==> src/rtl/clkdiv_pkg.sv <==
// rtl/clkdiv_pkg.sv - shared widths and standard half-period divisors for the clock divider
package clkdiv_pkg;

  localparam int unsigned CLKDIV_CNT_W = 26;

  // Half-period counts at 50 MHz.
  localparam int unsigned DIV_100HZ = 250000;
  localparam int unsigned DIV_1KHZ  = 25000;
  localparam int unsigned DIV_1HZ   = 25000000;

endpackage

==> src/rtl/clkdiv_if.sv <==
// rtl/clkdiv_if.sv - control/status bundle of clock_divider_prog (sync_clr only with CLKDIV_SYNC_CLR_EN)
interface clkdiv_if import clkdiv_pkg::*; #(
  parameter int unsigned CNT_W = CLKDIV_CNT_W
) ();

  logic             en;
  logic [CNT_W-1:0] div_in;
  logic             div_load;
`ifdef CLKDIV_SYNC_CLR_EN
  logic             sync_clr;
`endif
  logic             clk_out;
  logic             tick_half;
  logic             tick_full;
  logic             div_pending;

  modport master (
    output en, div_in, div_load,
`ifdef CLKDIV_SYNC_CLR_EN
    output sync_clr,
`endif
    input  clk_out, tick_half, tick_full, div_pending
  );

  modport slave (
    input  en, div_in, div_load,
`ifdef CLKDIV_SYNC_CLR_EN
    input  sync_clr,
`endif
    output clk_out, tick_half, tick_full, div_pending
  );

endinterface

==> src/rtl/clkdiv_tc_counter.sv <==
// rtl/clkdiv_tc_counter.sv - enable-qualified half-period counter with zero-guarded terminal count
module clkdiv_tc_counter import clkdiv_pkg::*; #(
  parameter int unsigned CNT_W = CLKDIV_CNT_W
) (
  input  logic             clk_i,
  input  logic             rst_i,
  input  logic             en_i,
  input  logic             clr_i,
  input  logic [CNT_W-1:0] div_i,
  output logic             tc_o
);

  logic [CNT_W-1:0] cnt_q, cnt_d;
  logic [CNT_W-1:0] eff;

  // A zero divisor behaves as one so the counter can never run past TC.
  assign eff  = (div_i == '0) ? CNT_W'(1) : div_i;
  assign tc_o = en_i & (cnt_q == eff - CNT_W'(1));

  always_comb begin
    cnt_d = cnt_q;
    if (clr_i || tc_o) begin
      cnt_d = '0;
    end else if (en_i) begin
      cnt_d = cnt_q + CNT_W'(1);
    end
  end

  always_ff @(posedge clk_i or posedge rst_i) begin
    if (rst_i) begin
      cnt_q <= '0;
    end else begin
      cnt_q <= cnt_d;
    end
  end

endmodule

==> src/rtl/clock_divider_prog.sv <==
// rtl/clock_divider_prog.sv - runtime-programmable divide-by-2*div clock and tick generator
// Optional synchronous phase clear via CLKDIV_SYNC_CLR_EN.
module clock_divider_prog import clkdiv_pkg::*; #(
  parameter int unsigned CNT_W       = CLKDIV_CNT_W,
  parameter int unsigned DIV_DEFAULT = DIV_100HZ
) (
  input  logic     CLK_50_MHz,
  input  logic     reset,
  clkdiv_if.slave  bus
);

  logic [CNT_W-1:0] act_div_q, act_div_d;
  logic [CNT_W-1:0] pend_div_q, pend_div_d;
  logic             pending_q, pending_d;
  logic             clk_out_q, clk_out_d;
  logic             tick_half_q, tick_half_d;
  logic             tick_full_q, tick_full_d;
  logic             tc;
  logic             sync_clr;

`ifdef CLKDIV_SYNC_CLR_EN
  assign sync_clr = bus.sync_clr;
`else
  assign sync_clr = 1'b0;
`endif

  clkdiv_tc_counter #(.CNT_W(CNT_W)) u_cnt (
    .clk_i (CLK_50_MHz),
    .rst_i (reset),
    .en_i  (bus.en),
    .clr_i (sync_clr),
    .div_i (act_div_q),
    .tc_o  (tc)
  );

  always_comb begin
    act_div_d   = act_div_q;
    pend_div_d  = pend_div_q;
    pending_d   = pending_q;
    clk_out_d   = clk_out_q;
    tick_half_d = 1'b0;
    tick_full_d = 1'b0;

    // Divisor changes only where the counter restarts, so a half period is never cut short.
    if (sync_clr || tc) begin
      pending_d = 1'b0;
      if (bus.div_load) begin
        act_div_d = bus.div_in;
      end else if (pending_q) begin
        act_div_d = pend_div_q;
      end
    end else if (bus.div_load) begin
      pend_div_d = bus.div_in;
      pending_d  = 1'b1;
    end

    if (sync_clr) begin
      clk_out_d = 1'b0;
    end else if (tc) begin
      clk_out_d   = ~clk_out_q;
      tick_half_d = 1'b1;
      tick_full_d = clk_out_q;
    end
  end

  always_ff @(posedge CLK_50_MHz or posedge reset) begin
    if (reset) begin
      act_div_q   <= CNT_W'(DIV_DEFAULT);
      pend_div_q  <= '0;
      pending_q   <= 1'b0;
      clk_out_q   <= 1'b0;
      tick_half_q <= 1'b0;
      tick_full_q <= 1'b0;
    end else begin
      act_div_q   <= act_div_d;
      pend_div_q  <= pend_div_d;
      pending_q   <= pending_d;
      clk_out_q   <= clk_out_d;
      tick_half_q <= tick_half_d;
      tick_full_q <= tick_full_d;
    end
  end

  assign bus.clk_out     = clk_out_q;
  assign bus.tick_half   = tick_half_q;
  assign bus.tick_full   = tick_full_q;
  assign bus.div_pending = pending_q;

endmodule

==> src/flat_wrapper.sv <==
// flat-port wrapper written by rule: the top's interface ports become plain ports
module clock_divider_prog_flat import clkdiv_pkg::*;
#(
  parameter int unsigned CNT_W       = CLKDIV_CNT_W,
  parameter int unsigned DIV_DEFAULT = DIV_100HZ
)
  (CLK_50_MHz, reset, bus_en, bus_div_in, bus_div_load, bus_clk_out, bus_tick_half, bus_tick_full, bus_div_pending);
  clkdiv_if #(.CNT_W(CNT_W)) bus_i ();
  input  logic CLK_50_MHz;
  input  logic reset;
  input wire logic [$bits(bus_i.en)-1:0] bus_en;
  input wire logic [$bits(bus_i.div_in)-1:0] bus_div_in;
  input wire logic [$bits(bus_i.div_load)-1:0] bus_div_load;
  output wire logic [$bits(bus_i.clk_out)-1:0] bus_clk_out;
  output wire logic [$bits(bus_i.tick_half)-1:0] bus_tick_half;
  output wire logic [$bits(bus_i.tick_full)-1:0] bus_tick_full;
  output wire logic [$bits(bus_i.div_pending)-1:0] bus_div_pending;
  assign bus_i.en = bus_en;
  assign bus_i.div_in = bus_div_in;
  assign bus_i.div_load = bus_div_load;
  assign bus_clk_out = bus_i.clk_out;
  assign bus_tick_half = bus_i.tick_half;
  assign bus_tick_full = bus_i.tick_full;
  assign bus_div_pending = bus_i.div_pending;
  clock_divider_prog #(.CNT_W(CNT_W), .DIV_DEFAULT(DIV_DEFAULT)) u_core (.CLK_50_MHz(CLK_50_MHz), .reset(reset), .bus(bus_i));
endmodule
==> config.mk <==
export PLATFORM = sky130hd
export DESIGN_NAME = clock_divider_prog_flat
export DESIGN_NICKNAME = d
export VERILOG_FILES = /design/src/rtl/clkdiv_pkg.sv /design/src/rtl/clkdiv_if.sv /design/src/rtl/clkdiv_tc_counter.sv /design/src/rtl/clock_divider_prog.sv /design/src/flat_wrapper.sv
export SDC_FILE = /design/constraint.sdc
export NUM_CORES = 1
export LEC_CHECK = 0
export ABC_AREA = 1
export BUFFER_PORTS_ARGS = -buffer_cell sky130_fd_sc_hd__buf_2
export CAP_MARGIN = 20
export CORE_AREA = 2 2 131 133
export DETAILED_ROUTE_END_ITERATION = 8
export DIE_AREA = 0 0 133 135
export PLACE_DENSITY = 0.58
export RECOVER_POWER = 100
export SKIP_CTS_REPAIR_TIMING = 1
export SYNTH_ARGS = -nofsm -noshare
export SYNTH_HDL_FRONTEND = slang
export SYNTH_SLANG_ARGS = --single-unit
==> constraint.sdc <==
create_clock -name CLK_50_MHz -period 4.2 [get_ports CLK_50_MHz]
set_input_delay 0.84 -clock CLK_50_MHz [delete_from_list [all_inputs] [get_ports CLK_50_MHz]]
set_output_delay 0.84 -clock CLK_50_MHz [all_outputs]
set_load 0.01 [all_outputs]
==> results by group <==
Timing
  – Setup TNS: 0 ps
  – Crit share post-route: 88.4%
  – Period minus WS final: between 3000 and 4000 ps
  – Final slew viol count: 38
  – Slew @ Worst Pin: 1720 ps
  – Worst rel slew slack: -15.1%
  – RSZ-0062 raised after global routing: false
  – Final Setup Violations: 0
  – Achievable clock frequency: about 270 MHz
  – Final hold violations: 0
  – Worst Skew: just over 10 ps

Power and ir drop
  – Clk pwr share: about 39%
  – Sequential share of power: 44.6%
  – Switching power: between 600 and 700 uW
  – Static Leak: between 3 and 4 nW
  – Gate power share: 16.5%
  – P_int: about 1.5 mW
  – Switching share of total power: 29.6%
  – Total power: about 2 mW
  – Worst VDD drop: approximately 180 uV
  – Cell area power density: roughly 330 nW/um2

Setup path
  – FF-to-FF setup slack: between 400 and 500 ps
  – Worst-path fanout max: 27
  – Reg-to-reg critical path endpoint: u_core.pend_div_q[3]$_DFFE_PP0P_
  – Reg2reg start: u_core.act_div_q[7]$_DFFE_PP1P_
  – Worst setup EP type: register
  – CP Launch Type: register
  – Worst EP arrival: ~4000 ps
  – Crit path kind: reg -> reg
  – Number of cells on the worst reg-to-reg path: 20
  – Crit path required time: 4430 ps

GRT
  – Global-route wire length before repair: about 25000 um
  – Global route total overflow: 0
  – Initial antenna violation count: 0
  – Largest net degree at the start of global routing: roughly 40
  – GRT Util Overall: roughly 18%
  – Number of global-route vias before repair: 4809

Final layout
  – Fraction of layout cells with a size suffix above 1: 17.9%
  – Final nets: 830
  – Most frequent cells in the layout: 207 x nand2_1, 92 x inv_1, 77 x nand3_1
  – Layout filler cell count: between 1500 and 2000
  – Antenna cells: 0
  – Area delta synth->final: 10.7%
  – Layout Cell Area excl Fill: roughly 6300 um2
  – Most common cell after layout, fill and taps aside: nand2_1
  – Final core utilization: 38.4%

Route
  – DRC Markers: 0
  – Detailed-route via count: just under 5000
  – Wire per inst: 14.6 um
  – DRT iter0 DRCs: around 380
  – Detailed Route WL: 14900 um
  – Routed Antenna Nets: 0
  – Via density: a little under 5
  – 1st-pass router iterations: 5

Clock network
  – CTS tree: built
  – H-tree levels: 3
  – Total CTS buffers: 9
  – Worst-case clock buffer depth: 2
  – Worst skew pair latency: 350 ps
  – Sinks on Clock Net: 82
  – Clock Tree Root: clkbuf_16
  – Clock Pin Slew Worst Setup and Hold Paths: 60 ps

Floorplanning
  – I/O pins: 34
  – Initial core utilization: about a third
  – Die height: between 100 and 150 um
  – Die area: around 18000 um2
  – Die W: about 130 um
  – Placement row count: 47
  – Core area: 16400 um2

Worst hold path
  – Worst hold path endpoint: u_core.pend_div_q[22]$_DFFE_PP0P_
  – Min-delay src: u_core.pend_div_q[22]$_DFFE_PP0P_
  – Hold path depth: 2
  – Tightest Hold Check Type: reg -> reg

Logic synthesis
  – Syn nets: 803
  – Yosys warnings: 0
  – Post-synthesis sequential area ratio: a little over a third
  – Yosys cell types: 43
  – Cell Area, Synth: around 5700 um2
  – Post-Syn Area per Cell: 7.37 um2
  – Number of synthesized register bits: approximately 80
  – Syn Inst Count: 771

Placed design
  – Placed cell areas: roughly 6000 um2
  – HPWL after DPL: between 10000 and 15000 um
  – PortBufs: 33
  – RePlAce Congestion: 1.00

Outcome
  – Violated checks: capacitance limit, slew limit
  – Outcome: finished, violations left

Flow run
  – Max_cap viols: 1
-- how the worst max path moves through the flow --
| stage | start | to | slack [ps] | cells past startpoint |
|---|---|---|---|---|
| global route | u_core.act_div_q[7]$_DFFE_PP1P_ | u_core.act_div_q[17]$_DFFE_PP1P_ | 100 | 18 |
| global placement | u_core.act_div_q[7]$_DFFE_PP1P_ | u_core.act_div_q[17]$_DFFE_PP1P_ | 540 | 18 |
| detailed placement | u_core.act_div_q[7]$_DFFE_PP1P_ | u_core.act_div_q[17]$_DFFE_PP1P_ | 540 | 18 |
| finish | u_core.act_div_q[7]$_DFFE_PP1P_ | u_core.pend_div_q[3]$_DFFE_PP0P_ | 490 | 20 |
| floorplan | reset | u_core.act_div_q[0]$_DFFE_PP0P_ | 1260 | 1 |
| CTS | u_core.act_div_q[7]$_DFFE_PP1P_ | u_core.act_div_q[17]$_DFFE_PP1P_ | 510 | 18 |
-- state kept, by name, summed over array words and instances, names as in the netlist --
name / flops
u_core.act_div_q: 26
u_core.bus.clk_out: 1
u_core.bus.div_pending: 1
u_core.bus.tick_full: 1
u_core.bus.tick_half: 1
u_core.pend_div_q: 26
u_core.u_cnt.cnt_q: 26
-- synthesized netlist by cell type --
library cell	count	area [um2]
xnor2_1	8	70.1
nor3_1	8	40.0
buf_6	3	33.8
or4_1	1	7.51
a21oi_1	4	20.0
buf_1	3	11.3
nor2_4	7	78.8
clkbuf_1	8	30.0
inv_2	4	15.0
nor2_2	7	43.8
o21ai_0	7	35.0
a31o_2	1	8.76
nor2_1	74	278
nand4_4	1	21.3
nand4_1	41	257
nor4_1	6	37.5
and2_1	1	6.26
xor2_1	28	245
nor3b_2	1	12.5
nand2_4	2	22.5
clkinv_1	1	3.75
and3_1	1	6.26
nand3_1	77	385
nand4_2	2	25.0
buf_2	7	35.0
mux2_2	26	293
dfstp_2	7	184
buf_4	2	15.0
buf_12	2	40.0
nand2_1	207	777
or2_2	9	56.3
nor3b_1	2	15.0
inv_1	93	349
nand2_2	23	144
o31ai_1	1	7.51
o21ai_1	1	5.00
a21oi_2	1	8.76
dfrtp_1	75	1880
nand3b_1	12	90.1
o21bai_1	2	15.0
ha_1	2	25.0
nand3_4	2	35.0
nor3_4	1	16.3
-- worst max-delay path, stage by stage (launching register included) --
cell,delay (ps)
dfstp_2,580
nor2_1,70
nand2_1,130
nor2_1,80
nand2_1,80
nor2_1,60
nor2_4,210
ha_1,240
nand2_2,100
nor2_1,150
nor3b_2,290
nand2_1,180
xor2_1,160
nand2_1,90
inv_1,60
nand4_1,130
nor2_4,200
nand3_4,110
clkbuf_2,390
nand3_1,190
nand2_1,80
-- layer usage --
layer  vias up  wire [um]  track usage (%)
li1       2533          -                -
met1      2298       7000             23.2
met2        97       7050             29.1
met3        19        598             3.00
met4         0        291             6.63
met5         -          0                0
-- per-stage QoR --
stage	instances	worst slack, ps	hold WS (ps)
after floorplan	771	1260	438
after global routing	1023	101	496
final	1023	488	468
after CTS	1023	511	475
after global placement	1007	539	451
after detailed placement	1007	541	459
-- logic make-up after synthesis --
logic type,share of synthesized area [%]
AOI/OAI and AO/OA,1.76
buffers and inverters,9.38
DFF,36.3
adders and majority gates,0.440
muxes,5.15
and+or+nand+nor,41.4
xor gates and xnor gates,5.55
-- final cells by class --
type                            instances  area, um2  share of cell area (%)
Sequential cell                        82       2060                    32.8
Timing Repair Buffer                   41        208                    3.30
Inverter                               98        369                    5.87
Clock buffer                           10        229                    3.64
Multi-Input combinational cell        566       3090                    49.0
Tap cell                              220        275                    4.37
Clock inverter                          6       65.1                    1.03
-- power groups by stage --
stage,registers [mW],clock network (mW),logic [mW]
2_1_floorplan,0.905,0,0.288
3_3_place_gp,0.935,0,0.339
3_5_place_dp,0.936,0,0.343
4_1_cts,0.922,0.823,0.345
5_1_grt,0.930,0.854,0.389
6_report,0.920,0.802,0.339
(Power assumes the default switching activity.)
